===== src/rtl/mem_arbiter_pkg.sv =====
// Shared constants for the main-memory arbiter: FSM encodings, grant IDs,
// default widths and the round-robin pick function.
package mem_arbiter_pkg;

  localparam logic [1:0] ARB_IDLE   = 2'd0;
  localparam logic [1:0] ARB_BUSY_I = 2'd1;
  localparam logic [1:0] ARB_BUSY_D = 2'd2;
  localparam logic [1:0] ARB_DONE   = 2'd3;

  localparam logic GNT_I = 1'b0;
  localparam logic GNT_D = 1'b1;

  localparam int ADDR_WIDTH_DEF = 32;
  localparam int LINE_WIDTH_DEF = 128;
  localparam int LAT_MAX_DEF    = 15;

  // Two-way round-robin pick: a lone requester wins outright, and under
  // contention the requester that was not served last wins.
  function automatic logic rr_pick(input logic req_i, input logic req_d,
                                   input logic last_grant);
    logic pick;
    if (req_i && req_d) pick = ~last_grant;
    else if (req_d)     pick = GNT_D;
    else                pick = GNT_I;
    return pick;
  endfunction

endpackage


===== src/rtl/mem_arbiter_rr_arbiter2.sv =====
// Two-way round-robin grant logic. Owns the last_grant register, which only
// advances when the parent FSM actually accepts the grant.
module mem_arbiter_rr_arbiter2
  import mem_arbiter_pkg::*;
(
  input  logic clk,
  input  logic rst,
  input  logic req_i,
  input  logic req_d,
  input  logic grant_en,
  output logic gnt_valid,
  output logic gnt_id
);

  logic last_grant_q;
  logic last_grant_d;

  // Combinational grant decision and next value of last_grant.
  always_comb begin
    // NOTE: every signal written here gets a default first so no path leaves it unassigned (which would infer a latch).
    gnt_valid    = req_i | req_d;
    gnt_id       = rr_pick(req_i, req_d, last_grant_q);
    last_grant_d = last_grant_q;
    if (grant_en && gnt_valid) last_grant_d = gnt_id;
  end

  // last_grant register; resets to I so the first contended grant goes to D.
  always_ff @(posedge clk or posedge rst) begin
    // NOTE: sequential state uses non-blocking assignments so every flop samples pre-edge values.
    if (rst) last_grant_q <= GNT_I;
    else     last_grant_q <= last_grant_d;
  end

endmodule


===== src/rtl/mem_arbiter.sv =====
// Shares the single main-memory port between the I-cache refill path and the
// D-cache refill/writeback path. One line transaction at a time, round-robin
// under contention, with per-requester done pulses and a sticky timeout flag.
module mem_arbiter
  import mem_arbiter_pkg::*;
#(
  parameter int ADDR_WIDTH = ADDR_WIDTH_DEF,
  parameter int LINE_WIDTH = LINE_WIDTH_DEF,
  parameter int LAT_MAX    = LAT_MAX_DEF
) (
  input  logic                  clk,
  input  logic                  rst,
  input  logic                  i_req,
  input  logic [ADDR_WIDTH-1:0] i_addr,
  output logic                  i_done,
  output logic [LINE_WIDTH-1:0] i_rdata,
  input  logic                  d_req,
  input  logic                  d_we,
  input  logic [ADDR_WIDTH-1:0] d_addr,
  input  logic [LINE_WIDTH-1:0] d_wdata,
  output logic                  d_done,
  output logic [LINE_WIDTH-1:0] d_rdata,
  output logic                  mem_req,
  output logic                  mem_we,
  output logic [ADDR_WIDTH-1:0] mem_addr,
  output logic [LINE_WIDTH-1:0] mem_wdata,
  input  logic                  mem_ready,
  input  logic [LINE_WIDTH-1:0] mem_rdata,
  output logic                  timeout
);

  localparam int CNT_W = $clog2(LAT_MAX + 1);

  logic [1:0]            state_q,     state_d;
  logic                  mem_req_q,   mem_req_d;
  logic                  mem_we_q,    mem_we_d;
  logic [ADDR_WIDTH-1:0] mem_addr_q,  mem_addr_d;
  logic [LINE_WIDTH-1:0] mem_wdata_q, mem_wdata_d;
  logic [LINE_WIDTH-1:0] i_rdata_q,   i_rdata_d;
  logic [LINE_WIDTH-1:0] d_rdata_q,   d_rdata_d;
  logic                  i_done_q,    i_done_d;
  logic                  d_done_q,    d_done_d;
  logic [CNT_W-1:0]      cnt_q,       cnt_d;
  logic                  timeout_q,   timeout_d;

  logic grant_en;
  logic gnt_valid;
  logic gnt_id;

  mem_arbiter_rr_arbiter2 u_rr (
    .clk       (clk),
    .rst       (rst),
    .req_i     (i_req),
    .req_d     (d_req),
    .grant_en  (grant_en),
    .gnt_valid (gnt_valid),
    .gnt_id    (gnt_id)
  );

  // FSM next-state, datapath capture, wait counter and timeout.
  always_comb begin
    state_d     = state_q;
    mem_req_d   = 1'b0;
    mem_we_d    = mem_we_q;
    mem_addr_d  = mem_addr_q;
    mem_wdata_d = mem_wdata_q;
    i_rdata_d   = i_rdata_q;
    d_rdata_d   = d_rdata_q;
    i_done_d    = 1'b0;
    d_done_d    = 1'b0;
    cnt_d       = cnt_q;
    timeout_d   = timeout_q;
    grant_en    = 1'b0;

    case (state_q)
      ARB_IDLE: begin
        if (gnt_valid) begin
          grant_en  = 1'b1;
          mem_req_d = 1'b1;
          if (gnt_id == GNT_D) begin
            state_d     = ARB_BUSY_D;
            mem_addr_d  = d_addr;
            mem_we_d    = d_we;
            mem_wdata_d = d_wdata;
          end else begin
            state_d     = ARB_BUSY_I;
            mem_addr_d  = i_addr;
            mem_we_d    = 1'b0;
            mem_wdata_d = '0;
          end
        end
      end
      ARB_BUSY_I, ARB_BUSY_D: begin
        if (mem_ready) begin
          state_d = ARB_DONE;
          if (state_q == ARB_BUSY_I) begin
            i_rdata_d = mem_rdata;
            i_done_d  = 1'b1;
          end else begin
            // Writebacks leave the last refill line in d_rdata untouched.
            if (!mem_we_q) d_rdata_d = mem_rdata;
            d_done_d = 1'b1;
          end
        end else begin
          if (cnt_q != CNT_W'(LAT_MAX)) cnt_d = cnt_q + CNT_W'(1);
          // The LAT_MAX-th cycle without mem_ready flags the error; keep waiting.
          if (cnt_q >= CNT_W'(LAT_MAX - 1)) timeout_d = 1'b1;
        end
      end
      ARB_DONE: begin
        cnt_d   = '0;
        state_d = ARB_IDLE;
      end
      default: state_d = ARB_IDLE;
    endcase
  end

  // State and datapath registers; reset abandons any outstanding access.
  always_ff @(posedge clk or posedge rst) begin
    if (rst) begin
      state_q     <= ARB_IDLE;
      mem_req_q   <= 1'b0;
      mem_we_q    <= 1'b0;
      mem_addr_q  <= '0;
      mem_wdata_q <= '0;
      i_rdata_q   <= '0;
      d_rdata_q   <= '0;
      i_done_q    <= 1'b0;
      d_done_q    <= 1'b0;
      cnt_q       <= '0;
      timeout_q   <= 1'b0;
    end else begin
      state_q     <= state_d;
      mem_req_q   <= mem_req_d;
      mem_we_q    <= mem_we_d;
      mem_addr_q  <= mem_addr_d;
      mem_wdata_q <= mem_wdata_d;
      i_rdata_q   <= i_rdata_d;
      d_rdata_q   <= d_rdata_d;
      i_done_q    <= i_done_d;
      d_done_q    <= d_done_d;
      cnt_q       <= cnt_d;
      timeout_q   <= timeout_d;
    end
  end

  assign mem_req   = mem_req_q;
  assign mem_we    = mem_we_q;
  assign mem_addr  = mem_addr_q;
  assign mem_wdata = mem_wdata_q;
  assign i_rdata   = i_rdata_q;
  assign d_rdata   = d_rdata_q;
  assign i_done    = i_done_q;
  assign d_done    = d_done_q;
  assign timeout   = timeout_q;

endmodule


===== config.mk =====
export PLATFORM = sky130hd
export DESIGN_NAME = mem_arbiter
export DESIGN_NICKNAME = d
export VERILOG_FILES = /design/src/rtl/mem_arbiter_pkg.sv /design/src/rtl/mem_arbiter_rr_arbiter2.sv /design/src/rtl/mem_arbiter.sv
export SDC_FILE = /design/constraint.sdc
export NUM_CORES = 1
export LEC_CHECK = 0
export ABC_CLOCK_PERIOD_IN_PS = 17420
export CORE_AREA = 2 2 292 294
export CTS_CLUSTER_DIAMETER = 40
export DETAILED_ROUTE_END_ITERATION = 7
export DIE_AREA = 0 0 294 296
export GPL_ROUTABILITY_DRIVEN = 0
export MAX_ROUTING_LAYER = met4
export PLACE_DENSITY_LB_ADDON = 0.2
export SKIP_CTS_REPAIR_TIMING = 1
export SYNTH_ARGS = -nofsm -noshare
export SYNTH_HDL_FRONTEND = slang
export SYNTH_SLANG_ARGS = --single-unit

===== constraint.sdc =====
create_clock -name clk -period 17.42 [get_ports clk]
set_input_delay 3.484 -clock clk [delete_from_list [all_inputs] [get_ports clk]]
set_output_delay 3.484 -clock clk [all_outputs]
set_load 0.005 [all_outputs]

======== After elaboration in Yosys (flattened, before gate mapping) ========
Index checks and enable logic that the tools add are counted.
word-level totals
  output and inout bits ................... 421
  input port bits ......................... 326
  bits in registers ....................... 428
  word-level logic and storage cells ...... 58
operators by class
  multiplexer cells ....................... 20
  bitwise operators ....................... 5
  $lt $le $gt $ge ......................... 1
  add/subtract/negate cells ............... 1
  reduce and logical (&&, ||, !) cells .... 11
  equal/unequal tests ..................... 8
operator list
  kind                 count
  $mux 128             1
  $mux 32              1
  $mux 1               11
  $reduce_and 3->1     3
  $mux 4               2
  $ne 2x2->1 const B   4
  $pmux 4 s2           1
  $mux 2               3
  $pmux 2 s3           1
  $add 4x1->4 const B  1
  $eq 2x2->1 const B   2
  $ge 4x4->1 const B   1
  $ne 4x4->1 const B   1
  $not 1->1            4
  $reduce_and 2->1     2
  $reduce_and 4->1     1
  $eq 2x1->1 const B   1
  $logic_and 1x1->1    2
  $logic_not 2->1      1
  $reduce_bool 2->1    1
  $reduce_or 2->1      1
  $or 1x1->1           1

======== Longest topological paths before layout ========
Gate-level depths: netlist (run 1).
  depth after elaboration ................. 5
  mapped depth ............................ 7
  mapped depth without buffers ............ 5

======== Cells and area by module ========
From an unflattened synthesis (run 1), not the netlist that was laid out.
unflattened totals
  cells, all modules ...................... 1,297
  area, all modules ....................... 16,649.7 um^2
modules (own cells, without submodules)
  module                   cells each  sequential area each (um^2)  area an instance (um^2)  times used
  mem_arbiter              1,291       10,685.2                     16,595.9                 1
  mem_arbiter_rr_arbiter2  6           25.0                         53.8                     1

======== Worst setup path after synthesis (run 1) ========
OpenSTA, ideal clock, no wires.
  path type ............................... in2reg
  start ................................... input mem_ready
  end ..................................... register d_rdata_q[100], in the netlist d_rdata[100]
  stages on the path ...................... 6
  slack ................................... 12,775 ps
  buffers on the path ..................... 3
  required time ........................... 17,295 ps
  data arrival time ....................... 4,520 ps
  setup time .............................. 125 ps
  cell sequence ........................... buf_2 nand2_1 nor3_2 buf_4 buf_6 mux2_2
on the way
  longest elaborated chain between the ends .. 1
RTL lines
  what                               line                text
  start: declaration                 mem_arbiter.sv:27   input logic mem_ready,
  $reduce_and 4->1 (no source line)  n/a
  end signal: assignment             mem_arbiter.sv:139  d_rdata_q <= d_rdata_d;
  end: declaration                   mem_arbiter.sv:40   logic [LINE_WIDTH-1:0] d_rdata_q, d_rdata_d;
Every way passes these cells.
A chain may end at the register's enable or synchronous reset.

==> impl_metrics.env, run 1 <==
export IMPL_yosys_register_bits=428
export IMPL_via_count=11700
export IMPL_synth_nets=1358
export IMPL_maxCapViolCount=0
export IMPL_grt_max_degree=116
export IMPL_async_flop_share_pct=100
export IMPL_arrival_ns=6.37
export IMPL_dieArea_um2=87000
export IMPL_synth_edf_count=0
export IMPL_fmax_mhz=172
export IMPL_crit_type="input port to asynchronous set/reset pin"
export IMPL_synth_top_area_share_pct=66.1
export IMPL_yosys_cell_types_count=35
export IMPL_tritoncts="done"
export IMPL_viasPerCell=3.94
export IMPL_ir_worst_vdd_v=0.0000830
export IMPL_seq_area_frac_synth_pct=66.1
export IMPL_clkTransAtPathRegs_ns=0.04
export IMPL_ys_warn_count=0
export IMPL_leakage_nw=11.6
export IMPL_place_area_um2=24600
export IMPL_drc=0
export IMPL_cp_data_required_time_ns=17.99
export IMPL_syn_area_um2=16200
export IMPL_htreeDepth=3
export IMPL_crit_path_start="rst"
export IMPL_reg2reg_from="state_q[0]"
export IMPL_power_density_nw_per_um2=204
export IMPL_dpl_cell_count=2806
export IMPL_setup_tns_ns=0
export IMPL_port_buffers=746
export IMPL_dpl_hpwl_um=40600
export IMPL_syn_inst=1026
export IMPL_hold_viol_final=0
export IMPL_wl_um=56800
export IMPL_clkSinkCount=428
export IMPL_cp_end_kind="asynchronous set/reset pin"
export IMPL_clock_latency_ns=0.62
export IMPL_synth_commonest_cells="dfrtp_1 (428), mux2_2 (257), a22o_1 (129)"
export IMPL_timing_hold_ws_ns=0.474
export IMPL_hp_start="mem_addr[7]"
export IMPL_clock_skew_ns=0.0406
export IMPL_grt_overflow_total=0
export IMPL_nets=2139
export IMPL_grt_pass1_wl_um=82500
export IMPL_max_slew_margin_pct=26.4
export IMPL_hold_class="register to register"
export IMPL_postSynthAreaPerCell_um2=15.8
export IMPL_core_area_um2=84200
export IMPL_numCtsBuffers=89
export IMPL_drt_pass1_iter_count=4
export IMPL_min_period_ns=5.80
export IMPL_grt_setup_unrepaired="no"
export IMPL_synthTopCellsByArea="dfrtp_1 (66%), mux2_2 (18%), a22o_1 (7.0%)"
export IMPL_drt_iter0_drc=322
export IMPL_crit_path_start_kind="input port"
export IMPL_final_area_um2=27900
export IMPL_timing_final_max_slew_violations=0
export IMPL_start_util_pct=19.2
export IMPL_die_h_um=296
export IMPL_critPathMaxFanout=115
export IMPL_yosys_most_used_dff="dfrtp_1"
export IMPL_final_cell_count_no_fill=2980
export IMPL_drive_above_1_share_pct=23.3
export IMPL_tightest_slew_ns=1.10
export IMPL_io_pins=747
export IMPL_ant_nets=0
export IMPL_dieWidth_um=294
export IMPL_antenna_found_initial=7
export IMPL_grt_usage_pct=12.9
export IMPL_clockRootBuffer="clkbuf_16"
export IMPL_fp_row_count=107
export IMPL_synth_top_area_cell="dfrtp_1"
export IMPL_synth_most_common_cell="dfrtp_1"
export IMPL_p_total_w=0.00569
export IMPL_first_global_vias=12900
export IMPL_clock_path_buffers=3
export IMPL_period_share_pct=33.3
export IMPL_status="complete, no violations"
export IMPL_finalSetupViolCount=0
export IMPL_area_growth_pct=72.1
export IMPL_wl_per_cell_um=19.1
routing by layer:
metal  GRT usage [%]  up-vias  part of all wire (%)
met5               -        -                     0
met4            5.35        0                   3.0
met3            4.81       99                   9.4
met2            21.8      526                    51
met1            13.6     5786                    37
li1                -     5335                     -
sequential cells by signal, summed over array words and instances, names as in the netlist, 2 cells and up:
signal and cells:
d_rdata 128, i_rdata 128, mem_wdata 128, mem_addr 32, cnt_q 4, state_q 2
worst paths after layout:
kind                                endpoint  slack (ns)  cells after the start
worst max-delay path            i_rdata[109]       11.62                      4
worst min-delay path             mem_addr[7]        0.47                      2
worst max register to register   d_rdata[38]       14.21                      7
worst min register to register   mem_addr[7]        0.47                      2
max in group clk                i_rdata[113]       11.65                      5
min in group asynchronous        i_rdata[20]        3.41                      2
cell usage in the layout (no fill, tap or decap), types with 13 or more instances in the layout:
master           count
clkdlybuf4s50_1    746
dfrtp_1            428
clkbuf_16           92
o21ai_0             34
clkinv_2            14
mux2_2             257
a22o_1             129
buf_4               13
mux2i_1             35
nand2_1             34
area by class of cell:
| cell class | instances | area (um2) |
|---|---|---|
| Fill cell | 8281 | 56300 |
| Sequential cell | 428 | 10700 |
| Timing Repair Buffer | 759 | 7560 |
| Multi-Input combinational cell | 523 | 4960 |
| Clock buffer | 107 | 2450 |
| Tap cell | 1090 | 1360 |
| Clock inverter | 60 | 788 |
| Inverter | 6 | 35.0 |
| Antenna cell | 7 | 17.5 |
critical path: stages:
cell and delay [ns]:
clkdlybuf4s50_1 0.49, inv_8 0.57, buf_4 0.78, buf_4 0.87
through the flow:
stage	setup slack, ns	util (%)
2_1_floorplan	2.02	-
3_3_place_gp	10.89	29.3
3_5_place_dp	10.84	29.3
4_1_cts	11.48	33.1
5_1_grt	11.16	33.1
6_report	11.62	33.1
kinds of logic (layout without fill, tap and decap cells):
kind of cell / Yosys count / after routing / synth area share [%]
multiplexers: 292 / 292 / 20.0
AND/OR/NAND/NOR: 51 / 51 / 1.43
other: 0 / 7 / 0
flip-flops: 428 / 428 / 66.1
AO/OA/AOI/OAI: 174 / 174 / 8.54
buffers and inverters: 75 / 932 / 3.48
adder cells (fa/ha/maj): 6 / 6 / 0.463
where the power goes:
part	switching (W)	total [W]	internal [W]
registers	0.000280	0.00178	0.00150
clock network	0.000600	0.00179	0.00119
logic	0.000754	0.00212	0.00137
total	0.00163	0.00569	0.00406
(Power assumes the default switching activity.)
==> run 2: changes to the inputs <==
--- a/config.mk
+++ b/config.mk
@@ -5,11 +5,11 @@
 export SDC_FILE = /design/constraint.sdc
 export NUM_CORES = 1
 export LEC_CHECK = 0
-export ABC_CLOCK_PERIOD_IN_PS = 17420
-export CORE_AREA = 2 2 292 294
+export ABC_CLOCK_PERIOD_IN_PS = 5200
+export CORE_AREA = 2 2 289 291
 export CTS_CLUSTER_DIAMETER = 40
 export DETAILED_ROUTE_END_ITERATION = 7
-export DIE_AREA = 0 0 294 296
+export DIE_AREA = 0 0 291 293
 export GPL_ROUTABILITY_DRIVEN = 0
 export MAX_ROUTING_LAYER = met4
 export PLACE_DENSITY_LB_ADDON = 0.2
==> constraint.sdc (replaced) <==
create_clock -name clk -period 5.2 [get_ports clk]
set_input_delay 1.04 -clock clk [delete_from_list [all_inputs] [get_ports clk]]
set_output_delay 1.04 -clock clk [all_outputs]
set_load 0.005 [all_outputs]
==> impl_metrics.env, run 2 (synthesis gave the netlist of run 1 again) <==
export IMPL_status="complete, no violations"
export IMPL_final_cell_count_no_fill=2961
export IMPL_r2r_slack_ns=2.37
export IMPL_grt_overflow_total=0
export IMPL_max_slew_margin_pct=41.9
export IMPL_cp_data_required_time_ns=5.67
export IMPL_grt_max_degree=105
export IMPL_grt_usage_pct=13.7
export IMPL_nets=2149
export IMPL_start_util_pct=19.8
export IMPL_htreeDepth=3
export IMPL_crit_path_start_kind="input port"
export IMPL_dieArea_um2=85300
export IMPL_crit_end="d_rdata[55]"
export IMPL_clockRootBuffer="clkbuf_16"
export IMPL_regToRegEndpoint="d_rdata[55]"
export IMPL_antenna_found_initial=3
export IMPL_crit_path_start="mem_ready"
export IMPL_fmax_mhz=348
export IMPL_drc=0
export IMPL_drt_pass1_iter_count=4
export IMPL_arrival_ns=3.34
export IMPL_clock_path_buffers=3
export IMPL_dieWidth_um=291
export IMPL_leakage_nw=11.6
export IMPL_clkSinkCount=428
export IMPL_p_total_w=0.0189
export IMPL_via_count=11800
export IMPL_first_global_vias=13200
export IMPL_wl_um=58000
export IMPL_grt_pass1_wl_um=85800
export IMPL_ir_worst_vdd_v=0.000284
export IMPL_maxCapViolCount=0
export IMPL_timing_final_max_slew_violations=0
export IMPL_wl_per_cell_um=19.6
export IMPL_place_area_um2=24800
export IMPL_die_h_um=293
export IMPL_grt_setup_unrepaired="no"
export IMPL_io_pins=747
export IMPL_viasPerCell=3.98
export IMPL_dpl_hpwl_um=42600
export IMPL_r2r_cells=6
export IMPL_ant_nets=0
export IMPL_drt_iter0_drc=330
export IMPL_cp_end_kind="register"
export IMPL_numCtsBuffers=88
export IMPL_drive_above_1_share_pct=23.5
export IMPL_dpl_cell_count=2797
export IMPL_layout_common_cells="clkdlybuf4s50_1 (746), dfrtp_1 (428), mux2_2 (257), a22o_1 (129), clkbuf_16 (88)"
export IMPL_clock_skew_ns=0.0227
export IMPL_clkTransAtPathRegs_ns=0.04
export IMPL_final_area_um2=27900
export IMPL_reg2reg_from="state_q[0]"
export IMPL_fp_row_count=105
export IMPL_hold_viol_final=0
export IMPL_clock_latency_ns=0.61
export IMPL_critPathMaxFanout=62
export IMPL_min_period_ns=2.87
export IMPL_hold_class="register to register"
export IMPL_fillCellCount=8042
export IMPL_finalSetupViolCount=0
export IMPL_tritoncts="done"
export IMPL_power_density_nw_per_um2=678
export IMPL_core_area_um2=81800
export IMPL_area_growth_pct=72.0
export IMPL_layout_commonest_cell="clkdlybuf4s50_1"
export IMPL_period_share_pct=55.3
export IMPL_tightest_slew_ns=0.870
export IMPL_crit_type="input port to register"
export IMPL_port_buffers=746
[run 2: worst max-delay path, stage by stage]
cell             delay (ns)
clkdlybuf4s50_1        0.62
nand2_1                0.15
nor3_4                 0.68
buf_12                 0.39
mux2_2                 0.38
[run 2: how the worst min path moves through the flow]
stage / start / end / slack, ns / cells after the start
2_1_floorplan: timeout / timeout / 0.46 / 1
3_3_place_gp: timeout / timeout / 0.46 / 1
3_5_place_dp: timeout / timeout / 0.46 / 1
4_1_cts: mem_addr[27] / mem_addr[27] / 0.48 / 2
5_1_grt: mem_addr[27] / mem_addr[27] / 0.50 / 2
6_report: mem_addr[6] / mem_addr[6] / 0.48 / 2
[run 2: routing by layer]
layer	part of all wire (%)	wire length (um)	up-vias	track usage, %
met5	0	0	-	-
met4	2.6	1520	0	4.45
met3	7.2	4200	106	4.38
met2	51	29800	497	23.8
met1	39	22400	5864	14.7
li1	-	-	5327	-
[run 2: final cells by class]
| type | instances | area, um2 | share of cell area (%) |
|---|---|---|---|
| timing repair buffer | 770 | 7750 | 27.8 |
| clock buffer | 113 | 2480 | 8.88 |
| antenna | 3 | 7.51 | 0.0269 |
| clock inverter | 48 | 604 | 2.17 |
| multi-input combinational | 523 | 4960 | 17.8 |
| sequential | 428 | 10700 | 38.4 |
| inverter | 6 | 31.3 | 0.112 |
| tap | 1070 | 1340 | 4.80 |
[run 2: metrics by stage]
stage / hold WS (ns) / TNS (ns) / setup WS [ns] / util, %
2_1_floorplan: 0.459 / -692.25 / -1.62 / -
5_1_grt: 0.499 / 0 / 2.07 / 34.1
4_1_cts: 0.481 / 0 / 2.21 / 34.1
6_report: 0.475 / 0 / 2.33 / 34.1
3_3_place_gp: 0.457 / 0 / 1.65 / 30.3
3_5_place_dp: 0.463 / 0 / 1.58 / 30.3
[run 2: power by group]
part / internal [W] / switching (W)
logic: 0.00463 / 0.00253
registers: 0.00502 / 0.000952
clock network: 0.00383 / 0.00193
==> run 3: changes to the inputs <==
--- a/config.mk
+++ b/config.mk
@@ -5,7 +5,7 @@
 export SDC_FILE = /design/constraint.sdc
 export NUM_CORES = 1
 export LEC_CHECK = 0
-export ABC_CLOCK_PERIOD_IN_PS = 5200
+export ABC_CLOCK_PERIOD_IN_PS = 2410
 export CORE_AREA = 2 2 289 291
 export CTS_CLUSTER_DIAMETER = 40
 export DETAILED_ROUTE_END_ITERATION = 7
==> constraint.sdc (replaced) <==
create_clock -name clk -period 2.41 [get_ports clk]
set_input_delay 0.482 -clock clk [delete_from_list [all_inputs] [get_ports clk]]
set_output_delay 0.482 -clock clk [all_outputs]
set_load 0.005 [all_outputs]
==> impl_metrics.env, run 3 (synthesis gave the netlist of run 1 again) <==
export IMPL_nets=2189
export IMPL_fillCellCount=7968
export IMPL_wl_um=58400
export IMPL_core_area_um2=81800
export IMPL_crit_slowest_cell="clkdlybuf4s50_1"
export IMPL_tightest_slew_ns=0.492
export IMPL_tritoncts="done"
export IMPL_cp_data_required_time_ns=1.93
export IMPL_finalSetupViolCount=0
export IMPL_drive_above_1_share_pct=25.1
export IMPL_timing_hold_ws_ns=0.296
export IMPL_crit_type="register to output pin"
export IMPL_cp_end_kind="output pin"
export IMPL_leakage_nw=11.9
export IMPL_dieWidth_um=291
export IMPL_ant_nets=0
export IMPL_ir_worst_vdd_v=0.000537
export IMPL_grt_setup_unrepaired="no"
export IMPL_r2r_cells=6
export IMPL_period_share_pct=86.8
export IMPL_viasPerCell=4.00
export IMPL_numCtsBuffers=88
export IMPL_slowest_delay_ns=0.58
export IMPL_layout_commonest_cell="clkdlybuf4s50_1"
export IMPL_grt_overflow_total=0
export IMPL_start_util_pct=19.8
export IMPL_clock_latency_ns=0.63
export IMPL_drc=0
export IMPL_worst_slack_ns=0.318
export IMPL_drt_iter0_drc=359
export IMPL_max_slew_margin_pct=67.2
export IMPL_grt_usage_pct=13.7
export IMPL_first_global_vias=13400
export IMPL_timing_final_max_slew_violations=0
export IMPL_critPathMaxFanout=3
export IMPL_port_buffers=746
export IMPL_die_h_um=293
export IMPL_r2r_slack_ns=0.34
export IMPL_regToRegEndpoint="d_rdata[59]"
export IMPL_maxCapViolCount=0
export IMPL_antenna_found_initial=3
export IMPL_grt_max_degree=70
export IMPL_crit_path_start_kind="register"
export IMPL_drt_pass1_iter_count=4
export IMPL_htreeDepth=3
export IMPL_clkTransAtPathRegs_ns=0.05
export IMPL_area_growth_pct=75.6
export IMPL_dpl_hpwl_um=43800
export IMPL_reg2reg_from="state_q[0]"
export IMPL_wl_per_cell_um=19.5
export IMPL_clockRootBuffer="clkbuf_16"
export IMPL_fmax_mhz=478
export IMPL_status="complete, no violations"
export IMPL_via_count=12000
export IMPL_min_period_ns=2.09
export IMPL_layout_common_cells="clkdlybuf4s50_1 (746), dfrtp_1 (428), mux2_2 (257), a22o_1 (129), clkbuf_16 (89)"
export IMPL_fin_util_pct=34.8
export IMPL_clock_skew_ns=0.0441
export IMPL_power_density_nw_per_um2=1460
export IMPL_grt_pass1_wl_um=86100
export IMPL_cpLargestDelayFamily="buffers and inverters"
export IMPL_clock_path_buffers=3
export IMPL_post_place_ws_ns=0.0452
export IMPL_path_buf_inv=1
export IMPL_arrival_ns=1.61
export IMPL_dieArea_um2=85300
export IMPL_io_pins=747
export IMPL_hold_viol_final=0
export IMPL_p_total_w=0.0415
export IMPL_clkSinkCount=428
export IMPL_cp_cell_sequence="clkdlybuf4s50_1"
export IMPL_hold_class="input port to asynchronous set/reset pin"
export IMPL_fp_row_count=105
[run 3: cell count changes in the layout (fill, tap and decap cells not counted), moves of 2 or more]
cell,previous run,this run
clkinv_16,0,2
clkinv_2,11,14
bufinv_16,9,11
clkbuf_8,18,15
buf_12,8,25
buf_4,16,39
[run 3: where the power goes]
part           switching, W  total, W  internal [W]  leakage (nW)
Sequential          0.00204    0.0129        0.0108          5.24
Combinational       0.00557    0.0160        0.0104          5.16
Clock               0.00421    0.0127       0.00845          1.52
Total                0.0118    0.0415        0.0297          11.9
[run 3: per-stage QoR]
stage,area [um2],std cells,setup TNS (ns)
after global routing,28500,3001,0
final,28500,3001,0
after detailed placement,25300,2837,0
after global placement,25300,2837,0
after CTS,28500,2999,0
after floorplan,16200,1026,-1647.54
[run 3: per-layer routing]
metal / share of wire (%) / GRT usage, % / up-vias
li1: - / - / 5427
met1: 39 / 14.8 / 5959
met2: 51 / 23.6 / 524
met3: 7.9 / 4.72 / 85
met4: 2.4 / 4.50 / 0
met5: 0 / - / -
[run 3: layout make-up]
type | instances | area (um2) | share of cell area [%]
diodes | 2 | 5.00 | 0.0176
clock buffers | 110 | 2460 | 8.63
clock inverters | 52 | 693 | 2.44
inverters | 6 | 31.3 | 0.110
multi-input cells | 523 | 4960 | 17.4
flip-flops and latches | 428 | 10700 | 37.6
well taps | 1070 | 1340 | 4.70
repair buffers | 810 | 8260 | 29.0
[run 3: how the worst max path moves through the flow]
stage	start	end	cells past startpoint
after floorplan	rst	cnt_q[0]	1
after global placement	mem_ready	d_rdata[50]	5
after detailed placement	mem_ready	d_rdata[59]	5
after CTS	mem_we	mem_we	1
after global routing	state_q[0]	d_rdata[59]	6
final	mem_we	mem_we	1
